===== src/rtl/roberto_uc_pkg.sv =====
// Shared definitions for the ultrasonic-ranging control unit and its datapath:
// state encodings and the record geometry both sides must agree on.
package roberto_pkg;

    // Record geometry: 3 digits + '#' per sensor, three sensors per cycle.
    localparam int DEF_CHARS_PER_SENSOR = 4;
    localparam int DEF_NUM_SENSORS      = 3;

    // Control-unit state encodings (also exported on db_estado).
    localparam logic [3:0] INICIAL        = 4'd0;
    localparam logic [3:0] PREPARACAO     = 4'd1;
    localparam logic [3:0] ESPERA_SEG     = 4'd2;
    localparam logic [3:0] MEDE           = 4'd3;
    localparam logic [3:0] AGUARDA_MEDIDA = 4'd4;
    localparam logic [3:0] TRANSMITE      = 4'd5;
    localparam logic [3:0] ESPERA_TX      = 4'd6;
    localparam logic [3:0] PROXIMO_CHAR   = 4'd7;
    localparam logic [3:0] PROXIMO_SENSOR = 4'd8;
    localparam logic [3:0] FIM            = 4'd9;

endpackage


===== src/rtl/roberto_uc_if.sv =====
// Control/status bundle between the control unit (slave side) and the
// ranging datapath (master side).
interface roberto_uc_if;

    logic       ligar;
    logic       pronto_seg;
    logic       pronto_serial;
    logic [1:0] Q_2;
    logic [1:0] Q_3;

    logic       zera_sensor;
    logic       zera_serial;
    logic       zera_seg;
    logic       zera_2;
    logic       zera_3;
    logic       cont_seg;
    logic       cont_2;
    logic       cont_3;
    logic       medir;
    logic       partida_tx;
    logic       pronto;
    logic [3:0] db_estado;

    // Datapath / environment view: drives status, consumes controls.
    modport master (
        output ligar, pronto_seg, pronto_serial, Q_2, Q_3,
        input  zera_sensor, zera_serial, zera_seg, zera_2, zera_3,
        input  cont_seg, cont_2, cont_3, medir, partida_tx, pronto, db_estado
    );

    // Control-unit view.
    modport slave (
        input  ligar, pronto_seg, pronto_serial, Q_2, Q_3,
        output zera_sensor, zera_serial, zera_seg, zera_2, zera_3,
        output cont_seg, cont_2, cont_3, medir, partida_tx, pronto, db_estado
    );

endinterface


===== src/rtl/roberto_uc_contador_m.sv =====
// Modulo-M wait counter with synchronous clear. It stops at M-1 instead of
// wrapping so a long enable never restarts the interval.
module contador_m #(
    parameter int M = 2_000_000
) (
    input  logic clock,
    input  logic reset,
    input  logic zera_s,
    input  logic conta,
    output logic fim
);

    localparam int W = (M > 1) ? $clog2(M) : 1;
    localparam logic [W-1:0] LAST = W'(M - 1);

    logic [W-1:0] count_reg;

    assign fim = (count_reg == LAST);

    // Clear has priority; count only while enabled and not yet at the end.
    always_ff @(posedge clock or negedge reset) begin
        if (!reset) begin
            count_reg <= '0;
        end else if (zera_s) begin
            count_reg <= '0;
        end else if (conta && !fim) begin
            count_reg <= count_reg + W'(1);
        end
    end

endmodule


===== src/rtl/roberto_uc.sv =====
// Control unit of the ultrasonic-ranging system: waits one second, fires a
// measurement on all sensors, waits the echo window, then sends every
// sensor's 4-character record through the serial transmitter.
module roberto_uc
    import roberto_pkg::*;
#(
    parameter int MEDIDA_CICLOS    = 2_000_000,
    parameter int CHARS_PER_SENSOR = DEF_CHARS_PER_SENSOR,
    parameter int NUM_SENSORS      = DEF_NUM_SENSORS
) (
    input  logic         clock,
    input  logic         reset,
    roberto_uc_if.slave  bus
);

    localparam logic [1:0] LAST_CHAR   = 2'(CHARS_PER_SENSOR - 1);
    localparam logic [1:0] LAST_SENSOR = 2'(NUM_SENSORS - 1);

    logic [3:0] estado_reg;
    logic [3:0] estado_next;
    logic       timer_clr;
    logic       timer_en;
    logic       timer_fim;

    // Echo-window timer: restarted before each measurement, runs only while
    // waiting for the echoes.
    assign timer_clr = (estado_reg == PREPARACAO) || (estado_reg == MEDE);
    assign timer_en  = (estado_reg == AGUARDA_MEDIDA);

    contador_m #(
        .M (MEDIDA_CICLOS)
    ) u_timer (
        .clock  (clock),
        .reset  (reset),
        .zera_s (timer_clr),
        .conta  (timer_en),
        .fim    (timer_fim)
    );

    // State register; reset drops straight to inicial.
    always_ff @(posedge clock or negedge reset) begin
        if (!reset) begin
            estado_reg <= INICIAL;
        end else begin
            estado_reg <= estado_next;
        end
    end

    // Next-state logic; unused encodings recover to inicial.
    always_comb begin
        estado_next = INICIAL;
        case (estado_reg)
            INICIAL:        estado_next = bus.ligar ? PREPARACAO : INICIAL;
            PREPARACAO:     estado_next = ESPERA_SEG;
            ESPERA_SEG:     estado_next = bus.pronto_seg ? MEDE : ESPERA_SEG;
            MEDE:           estado_next = AGUARDA_MEDIDA;
            AGUARDA_MEDIDA: estado_next = timer_fim ? TRANSMITE : AGUARDA_MEDIDA;
            TRANSMITE:      estado_next = ESPERA_TX;
            ESPERA_TX: begin
                if (!bus.pronto_serial) begin
                    estado_next = ESPERA_TX;
                end else if (bus.Q_2 != LAST_CHAR) begin
                    estado_next = PROXIMO_CHAR;
                end else if (bus.Q_3 != LAST_SENSOR) begin
                    estado_next = PROXIMO_SENSOR;
                end else begin
                    estado_next = FIM;
                end
            end
            PROXIMO_CHAR:   estado_next = TRANSMITE;
            PROXIMO_SENSOR: estado_next = TRANSMITE;
            FIM:            estado_next = bus.ligar ? ESPERA_SEG : INICIAL;
            default:        estado_next = INICIAL;
        endcase
    end

    // Moore output decode. fim always clears the indices so a continued
    // cycle restarts at sensor 0, char 0.
    always_comb begin
        bus.zera_sensor = 1'b0;
        bus.zera_serial = 1'b0;
        bus.zera_seg    = 1'b0;
        bus.zera_2      = 1'b0;
        bus.zera_3      = 1'b0;
        bus.cont_seg    = 1'b0;
        bus.cont_2      = 1'b0;
        bus.cont_3      = 1'b0;
        bus.medir       = 1'b0;
        bus.partida_tx  = 1'b0;
        bus.pronto      = 1'b0;
        bus.db_estado   = estado_reg;
        case (estado_reg)
            PREPARACAO: begin
                bus.zera_sensor = 1'b1;
                bus.zera_serial = 1'b1;
                bus.zera_seg    = 1'b1;
                bus.zera_2      = 1'b1;
                bus.zera_3      = 1'b1;
            end
            ESPERA_SEG:     bus.cont_seg   = 1'b1;
            MEDE:           bus.medir      = 1'b1;
            TRANSMITE:      bus.partida_tx = 1'b1;
            PROXIMO_CHAR:   bus.cont_2     = 1'b1;
            PROXIMO_SENSOR: begin
                bus.cont_3 = 1'b1;
                bus.zera_2 = 1'b1;
            end
            FIM: begin
                bus.pronto   = 1'b1;
                bus.zera_seg = 1'b1;
                bus.zera_2   = 1'b1;
                bus.zera_3   = 1'b1;
            end
            default: ;
        endcase
    end

endmodule


===== src/flat_wrapper.sv =====
// flat-port wrapper written by rule: the top's interface ports become plain ports
module roberto_uc_flat import roberto_pkg::*;
#(
    parameter int MEDIDA_CICLOS    = 2_000_000,
    parameter int CHARS_PER_SENSOR = DEF_CHARS_PER_SENSOR,
    parameter int NUM_SENSORS      = DEF_NUM_SENSORS
)
  (clock, reset, bus_ligar, bus_pronto_seg, bus_pronto_serial, bus_Q_2, bus_Q_3, bus_zera_sensor, bus_zera_serial, bus_zera_seg, bus_zera_2, bus_zera_3, bus_cont_seg, bus_cont_2, bus_cont_3, bus_medir, bus_partida_tx, bus_pronto, bus_db_estado);
  roberto_uc_if bus_i ();
  input  logic clock;
  input  logic reset;
  input wire logic [$bits(bus_i.ligar)-1:0] bus_ligar;
  input wire logic [$bits(bus_i.pronto_seg)-1:0] bus_pronto_seg;
  input wire logic [$bits(bus_i.pronto_serial)-1:0] bus_pronto_serial;
  input wire logic [$bits(bus_i.Q_2)-1:0] bus_Q_2;
  input wire logic [$bits(bus_i.Q_3)-1:0] bus_Q_3;
  output wire logic [$bits(bus_i.zera_sensor)-1:0] bus_zera_sensor;
  output wire logic [$bits(bus_i.zera_serial)-1:0] bus_zera_serial;
  output wire logic [$bits(bus_i.zera_seg)-1:0] bus_zera_seg;
  output wire logic [$bits(bus_i.zera_2)-1:0] bus_zera_2;
  output wire logic [$bits(bus_i.zera_3)-1:0] bus_zera_3;
  output wire logic [$bits(bus_i.cont_seg)-1:0] bus_cont_seg;
  output wire logic [$bits(bus_i.cont_2)-1:0] bus_cont_2;
  output wire logic [$bits(bus_i.cont_3)-1:0] bus_cont_3;
  output wire logic [$bits(bus_i.medir)-1:0] bus_medir;
  output wire logic [$bits(bus_i.partida_tx)-1:0] bus_partida_tx;
  output wire logic [$bits(bus_i.pronto)-1:0] bus_pronto;
  output wire logic [$bits(bus_i.db_estado)-1:0] bus_db_estado;
  assign bus_i.ligar = bus_ligar;
  assign bus_i.pronto_seg = bus_pronto_seg;
  assign bus_i.pronto_serial = bus_pronto_serial;
  assign bus_i.Q_2 = bus_Q_2;
  assign bus_i.Q_3 = bus_Q_3;
  assign bus_zera_sensor = bus_i.zera_sensor;
  assign bus_zera_serial = bus_i.zera_serial;
  assign bus_zera_seg = bus_i.zera_seg;
  assign bus_zera_2 = bus_i.zera_2;
  assign bus_zera_3 = bus_i.zera_3;
  assign bus_cont_seg = bus_i.cont_seg;
  assign bus_cont_2 = bus_i.cont_2;
  assign bus_cont_3 = bus_i.cont_3;
  assign bus_medir = bus_i.medir;
  assign bus_partida_tx = bus_i.partida_tx;
  assign bus_pronto = bus_i.pronto;
  assign bus_db_estado = bus_i.db_estado;
  roberto_uc #(.MEDIDA_CICLOS(MEDIDA_CICLOS), .CHARS_PER_SENSOR(CHARS_PER_SENSOR), .NUM_SENSORS(NUM_SENSORS)) u_core (.clock(clock), .reset(reset), .bus(bus_i));
endmodule

===== config.mk =====
export PLATFORM = sky130hd
export DESIGN_NAME = roberto_uc_flat
export DESIGN_NICKNAME = d
export VERILOG_FILES = /design/src/rtl/roberto_uc_pkg.sv /design/src/rtl/roberto_uc_if.sv /design/src/rtl/roberto_uc_contador_m.sv /design/src/rtl/roberto_uc.sv /design/src/flat_wrapper.sv
export SDC_FILE = /design/constraint.sdc
export NUM_CORES = 1
export LEC_CHECK = 0
export BUFFER_PORTS_ARGS = -buffer_cell sky130_fd_sc_hd__buf_2
export CAP_MARGIN = 30
export CORE_MARGIN = 2
export CORE_UTILIZATION = 53
export CTS_BUF_LIST = sky130_fd_sc_hd__clkbuf_4 sky130_fd_sc_hd__clkbuf_8
export DETAILED_ROUTE_END_ITERATION = 8
export HOLD_SLACK_MARGIN = 0.06
export PLACE_DENSITY = 0.86
export SYNTH_ARGS = -nofsm -noshare
export SYNTH_HDL_FRONTEND = slang
export SYNTH_HIERARCHICAL = 1
export SYNTH_SLANG_ARGS = --single-unit

===== constraint.sdc =====
create_clock -name clock -period 3.12 [get_ports clock]
set_input_delay 0.312 -clock clock [delete_from_list [all_inputs] [get_ports clock]]
set_output_delay 0.312 -clock clock [all_outputs]
set_load 0.01 [all_outputs]

* After elaboration in Yosys (flattened, before gate mapping)
Cells that the tools add are included.
Storage, ports and cells: register bits after elaboration 25, latch bits 0, memory bits (writable) 0, bits in read-only memories 0, bits of input ports 9, output and inout port bits 15, logic and storage cells 42, memories 0
Operators by class: add/sub/neg operators 1, multiply operators 0, div/mod/pow operators 0, magnitude comparators 0, eq/ne operators 12, shifts and indexed selects 0, muxes and demuxes 19, bitwise logic cells 0, reduce and logical (&&, ||, !) cells 8
Operators by type and width (number):
- 2-to-1 mux 21 bit | 2
- one-hot mux 4 bit (9 select lines) | 1
- adder 21 x 1 -> 21 bit (second input constant) | 1
- == test 21 bit (second input constant) | 1
- == test 4 x 3 -> 1 bit (second input constant) | 4
- 2-to-1 mux 1 bit | 13
- == test 4 x 2 -> 1 bit (second input constant) | 2
- == test 4 bit (second input constant) | 2
- 2-to-1 mux 4 bit | 2
- == test 4 x 1 -> 1 bit (second input constant) | 1
- zero test 4 bit | 1
- != test 2 bit (second input constant) | 2
- OR reduction 2 bit | 2
- OR reduction 3 bit | 1
- 2-to-1 mux 2 bit | 1
- nonzero test 2 bit | 1
- logical AND 1 bit | 1
- zero test 1 bit | 1
- logical OR 1 bit | 1

* Longest topological paths before layout
word-level depth 5, gate-level depth with buffers 8, gate-level depth less buffers 7

* Modules after synthesis
Netlist, hierarchy kept.
Modules (own cells, without submodules):
- contador_m | times used 1, cells each 126, area an instance 1188.6 µm², sequential area each 525.5 µm²
- roberto_uc | times used 1, cells each 48, area an instance 367.9 µm², sequential area each 100.1 µm²

* Worst setup path after synthesis
OpenSTA, ideal clock, no wires.
kind reg2reg, start reg u_core.estado_reg[2] (netlist: u_core/bus.db_estado[2]), end reg u_core.u_timer.count_reg[11], setup time 0.125 ns, arrival time 2.009 ns, data required time 2.995 ns, path slack 0.987 ns, stages on the path, launching flop included 7, path buffers 1, clock period less this slack 2.133 ns, cell sequence dfrtp_1 > buf_6 > nand2b_1 > nor3_1 > o31ai_4 > nor4_1 > mux2_2
On the way: longest elaborated chain between the ends 3, elaborated cells on any way between the ends 7, classes of those cells eq/ne (3); mux (1); reduce/logical (3)
Ends and longest elaborated chain:
- start, declared | line roberto_uc.sv:19 | logic [3:0] estado_reg;
- start signal, assigned | line roberto_uc.sv:45 | estado_reg <= estado_next;
- == test 4 x 3 -> 1 bit | line roberto_uc.sv:28 | assign timer_en = (estado_reg == AGUARDA_MEDIDA);
- via u_core.timer_en | line roberto_uc.sv:22 | logic timer_en;
- logical AND 1 bit | line roberto_uc_contador_m.sv:26 | end else if (conta && !fim) begin
- nonzero test 2 bit (no line)
- end signal, assigned | line roberto_uc_contador_m.sv:27 | count_reg <= count_reg + W'(1);
- end, declared | line roberto_uc_contador_m.sv:16 | logic [W-1:0] count_reg;
The timed path passes the listed nets, and every way through them passes these cells. A chain may end at the register's enable or synchronous reset.

* Final worst setup path
Same ends and word-level chain as after synthesis.

==> flow_metrics.tcl <==
set metrics [dict create \
    status "completed" \
    r2r-end "u_core/u_timer/count_reg[11]$_DFFE_PN0P_" \
    synth-compound-area-share_pct 11.3 \
    powerDensity_nw_per_um2 595 \
    finalMaxSlewViolations 0 \
    synth_fa_ha_area_share_pct 0.804 \
    rows 19 \
    drive_gt1_share_pct 20.2 \
    routed_wl_um 3380 \
    tns_ns 0 \
    maxCapViolations 0 \
    synth-main-ff-cell "dfrtp_1" \
    swShare_pct 41.8 \
    grt_pass1_vias 1272 \
    gp_congestion 0.841 \
    path_cells "nand2b_1, nor3_1, o31ai_4, nor4_1, mux2_2" \
    whs_endpoint "u_core/bus.db_estado[3]$_DFF_PN0_" \
    synthesis.area_um2 1560 \
    grt_max_degree 28 \
    power.share.clock_pct 15.0 \
    holdWs_ns 0.288 \
    synth.distinct_cells 43 \
    cp_max_fo 18 \
    largest_reg_flops 21 \
    critPathRequiredTime_ns 3.33 \
    post_drt_wl_per_cell_um 15.1 \
    cts_root_buffer "clkbuf_4" \
    finClkSkew_ns 0.00309 \
    p_leak_uw 0.000766 \
    async_reset_ff_share_pct 100 \
    cts_buffer_depth 2 \
    nets 204 \
    reg2reg_depth 5 \
    cts_tree "yes" \
    synth-edff-count 0 \
    ir_worst_vdd_mv 0.495 \
    relSlewSlack_pct 52.5 \
    vias 1368 \
    synth_area_leaders "dfrtp_1 40%, nor2_1 4.6%, nand3_1 3.5%, nor2b_1 3.2%, mux2_2 2.9%" \
    worstSetupPathType "flop to flop" \
    p_int_uw 590 \
    rr_startpoint "u_core/bus.db_estado[2]$_DFF_PN0_" \
    drc_errors 0 \
    cpMaxStageDelayCell "dfrtp_1" \
    die-area_um2 3390 \
    hp-start "bus_pronto_serial" \
    cts_buffers 3 \
    fp.dieH_um 58.2 \
    post-dp-hpwl_um 2410 \
    synth_top_family_by_area "simple AND/OR/NAND/NOR gates" \
    antenna_found_initial 0 \
    synth.area.mux_share_pct 4.18 \
    cp_num_buf_inv 0 \
    hp-class "primary input to flop" \
    fin_crit_sh_pct 84.1 \
    startpoint "u_core/bus.db_estado[2]$_DFF_PN0_" \
    layout-area-overhead-vs-synth_pct 9.49 \
    fmax_mhz 381 \
    synth_nets 184 \
    max_stage_delay_ns 0.63 \
    diodes 0 \
    fillers 240 \
    port_buffers 23 \
    start_kind "flop" \
    ios 24 \
    start_util_pct 56.0 \
    r2r_setup_slack_ns 0.50 \
    arrival_ns 2.84 \
    power.switching_uw 424 \
    core_um2 2780 \
    cp-end-kind "flop" \
    synth_seq_area_share_pct 40.2 \
    synth_xor_area_share_pct 3.94 \
    synthSimpleGateAreaFrac_pct 34.2 \
    fin_crit_ns 2.62 \
    cts_resized 0 \
    viasPerCell 6.11 \
    tightest_slew_ns 0.708 \
    clk_pin_slew_ns 0.13 \
    overflow 0 \
    htree_levels 1 \
    synth.largest_area_cell "dfrtp_1" \
    postSynthCellCount 174 \
    clock_sinks 25 \
    clk_latency_ns 0.31 \
    die_w_um 58.2 \
    grt_pass1_wl_um 5380 \
    hold_path_depth 3 \
    setup_viol 0 \
    rsz0062_at_grt "no" \
    cp_top_family "simple AND/OR/NAND/NOR gates" \
    grt.total_usage_pct 20.7 \
    ys_ff_latch 25 \
    synth.yosys.warnings 6 \
    pwr-share-seq_pct 47.9 \
    netlist.area_leader.share_pct 40.2 \
    firstDrtPassIters 4 \
    hold_viol 0 \
    drtIter0Drc 109 \
    power_frac_comb_pct 37.1 \
    ant_nets 0 \
    avgSynthCellArea_um2 8.95 \
]
-- cells in the mapped netlist (2+ instances only) --
library cell	instances
a21oi_1	8
and2_1	2
and4_1	3
buf_2	5
buf_4	2
dfrtp_1	25
inv_1	7
mux2_2	4
mux2i_1	2
nand2_1	11
nand2b_1	2
nand3_1	11
nand4_1	5
nor2_1	19
nor2b_1	8
nor3_1	5
nor4_1	7
nor4b_1	2
o21ai_0	8
o31a_1	2
o31ai_1	2
or3_1	4
or4_1	5
xnor2_1	3
xor2_1	4
-- final cells by class --
cell class | instances | area (µm²) | area share (%)
flip-flops and latches | 25 | 626 | 36.7
repair buffers | 25 | 133 | 7.78
clock buffers | 4 | 30.0 | 1.76
multi-input cells | 132 | 851 | 49.9
well taps | 31 | 38.8 | 2.28
inverters | 7 | 26.3 | 1.54
-- cells in the final DEF, fill, tap and decap left out, types with 3 or more instances in the layout --
cell type / count
and4_1: 3
nand3_1: 11
clkbuf_4: 4
or3_1: 4
dfrtp_1: 25
nor2b_1: 8
nor4_1: 7
nor3_1: 5
o21ai_0: 8
nand2_1: 11
nor2_1: 19
xor2_1: 4
or4_1: 5
mux2_2: 4
a21oi_1: 8
buf_2: 23
nand4_1: 5
inv_1: 7
xnor2_1: 3
-- stage by stage --
step           area (µm²)  setup slack, ns  util (%)  power (µW)  std cells
3_3_place_gp         1660            0.696      59.8         835        219
2_1_floorplan        1560            0.987         -         768        174
6_report             1700            0.496      61.3        1010        224
5_1_grt              1700            0.371      61.3        1090        224
3_5_place_dp         1660            0.548      59.8         866        219
4_1_cts              1700            0.538      61.3        1020        224
-- worst reg2reg max path: stages (launching register included) --
cell,delay (ns)
dfrtp_1,0.63
nand2b_1,0.19
nor3_1,0.58
o31ai_4,0.34
nor4_1,0.41
mux2_2,0.37
-- cells by family (layout without fill, tap and decap cells) --
kind of cell / Yosys count / after routing
xor+xnor: 7 / 7
compound gates: 26 / 26
flops: 25 / 25
fa+ha+maj: 1 / 1
mux: 6 / 6
buf+inv: 17 / 36
simple gates: 92 / 92
-- worst max path at each step --
| stage | endpoint | slack, ns | cells past startpoint |
|---|---|---|---|
| 2_1_floorplan | u_core/u_timer/count_reg[11]$_DFFE_PN0P_ | 0.99 | 6 |
| 3_3_place_gp | u_core/u_timer/count_reg[11]$_DFFE_PN0P_ | 0.70 | 5 |
| 3_5_place_dp | u_core/u_timer/count_reg[11]$_DFFE_PN0P_ | 0.55 | 5 |
| 4_1_cts | u_core/u_timer/count_reg[10]$_DFFE_PN0P_ | 0.54 | 5 |
| 5_1_grt | u_core/u_timer/count_reg[11]$_DFFE_PN0P_ | 0.37 | 5 |
| 6_report | u_core/u_timer/count_reg[11]$_DFFE_PN0P_ | 0.50 | 5 |
-- power by group through the flow --
| stage | Sequential (µW) | Clock (µW) | Combinational (µW) |
|---|---|---|---|
| after detailed placement | 490 | 0 | 375 |
| after global placement | 481 | 0 | 354 |
| after floorplan | 447 | 0 | 320 |
| final | 486 | 152 | 376 |
| after global routing | 495 | 170 | 425 |
| after CTS | 484 | 155 | 377 |
-- per-layer routing --
metal | routed length [µm] | part of all wire, % | GRT usage [%]
met5 | 0 | 0 | 0
met4 | 42 | 1.2 | 5.65
met3 | 206 | 6.1 | 5.36
met2 | 1780 | 53 | 37.8
met1 | 1340 | 40 | 23.8
-- timing repair --
action	in CTS	in global routing
setup buffers	0	0
endpoints found under the hold margin	25	0
hold buffers	1	0
Note: power is estimated with default switching activity, not from simulation.
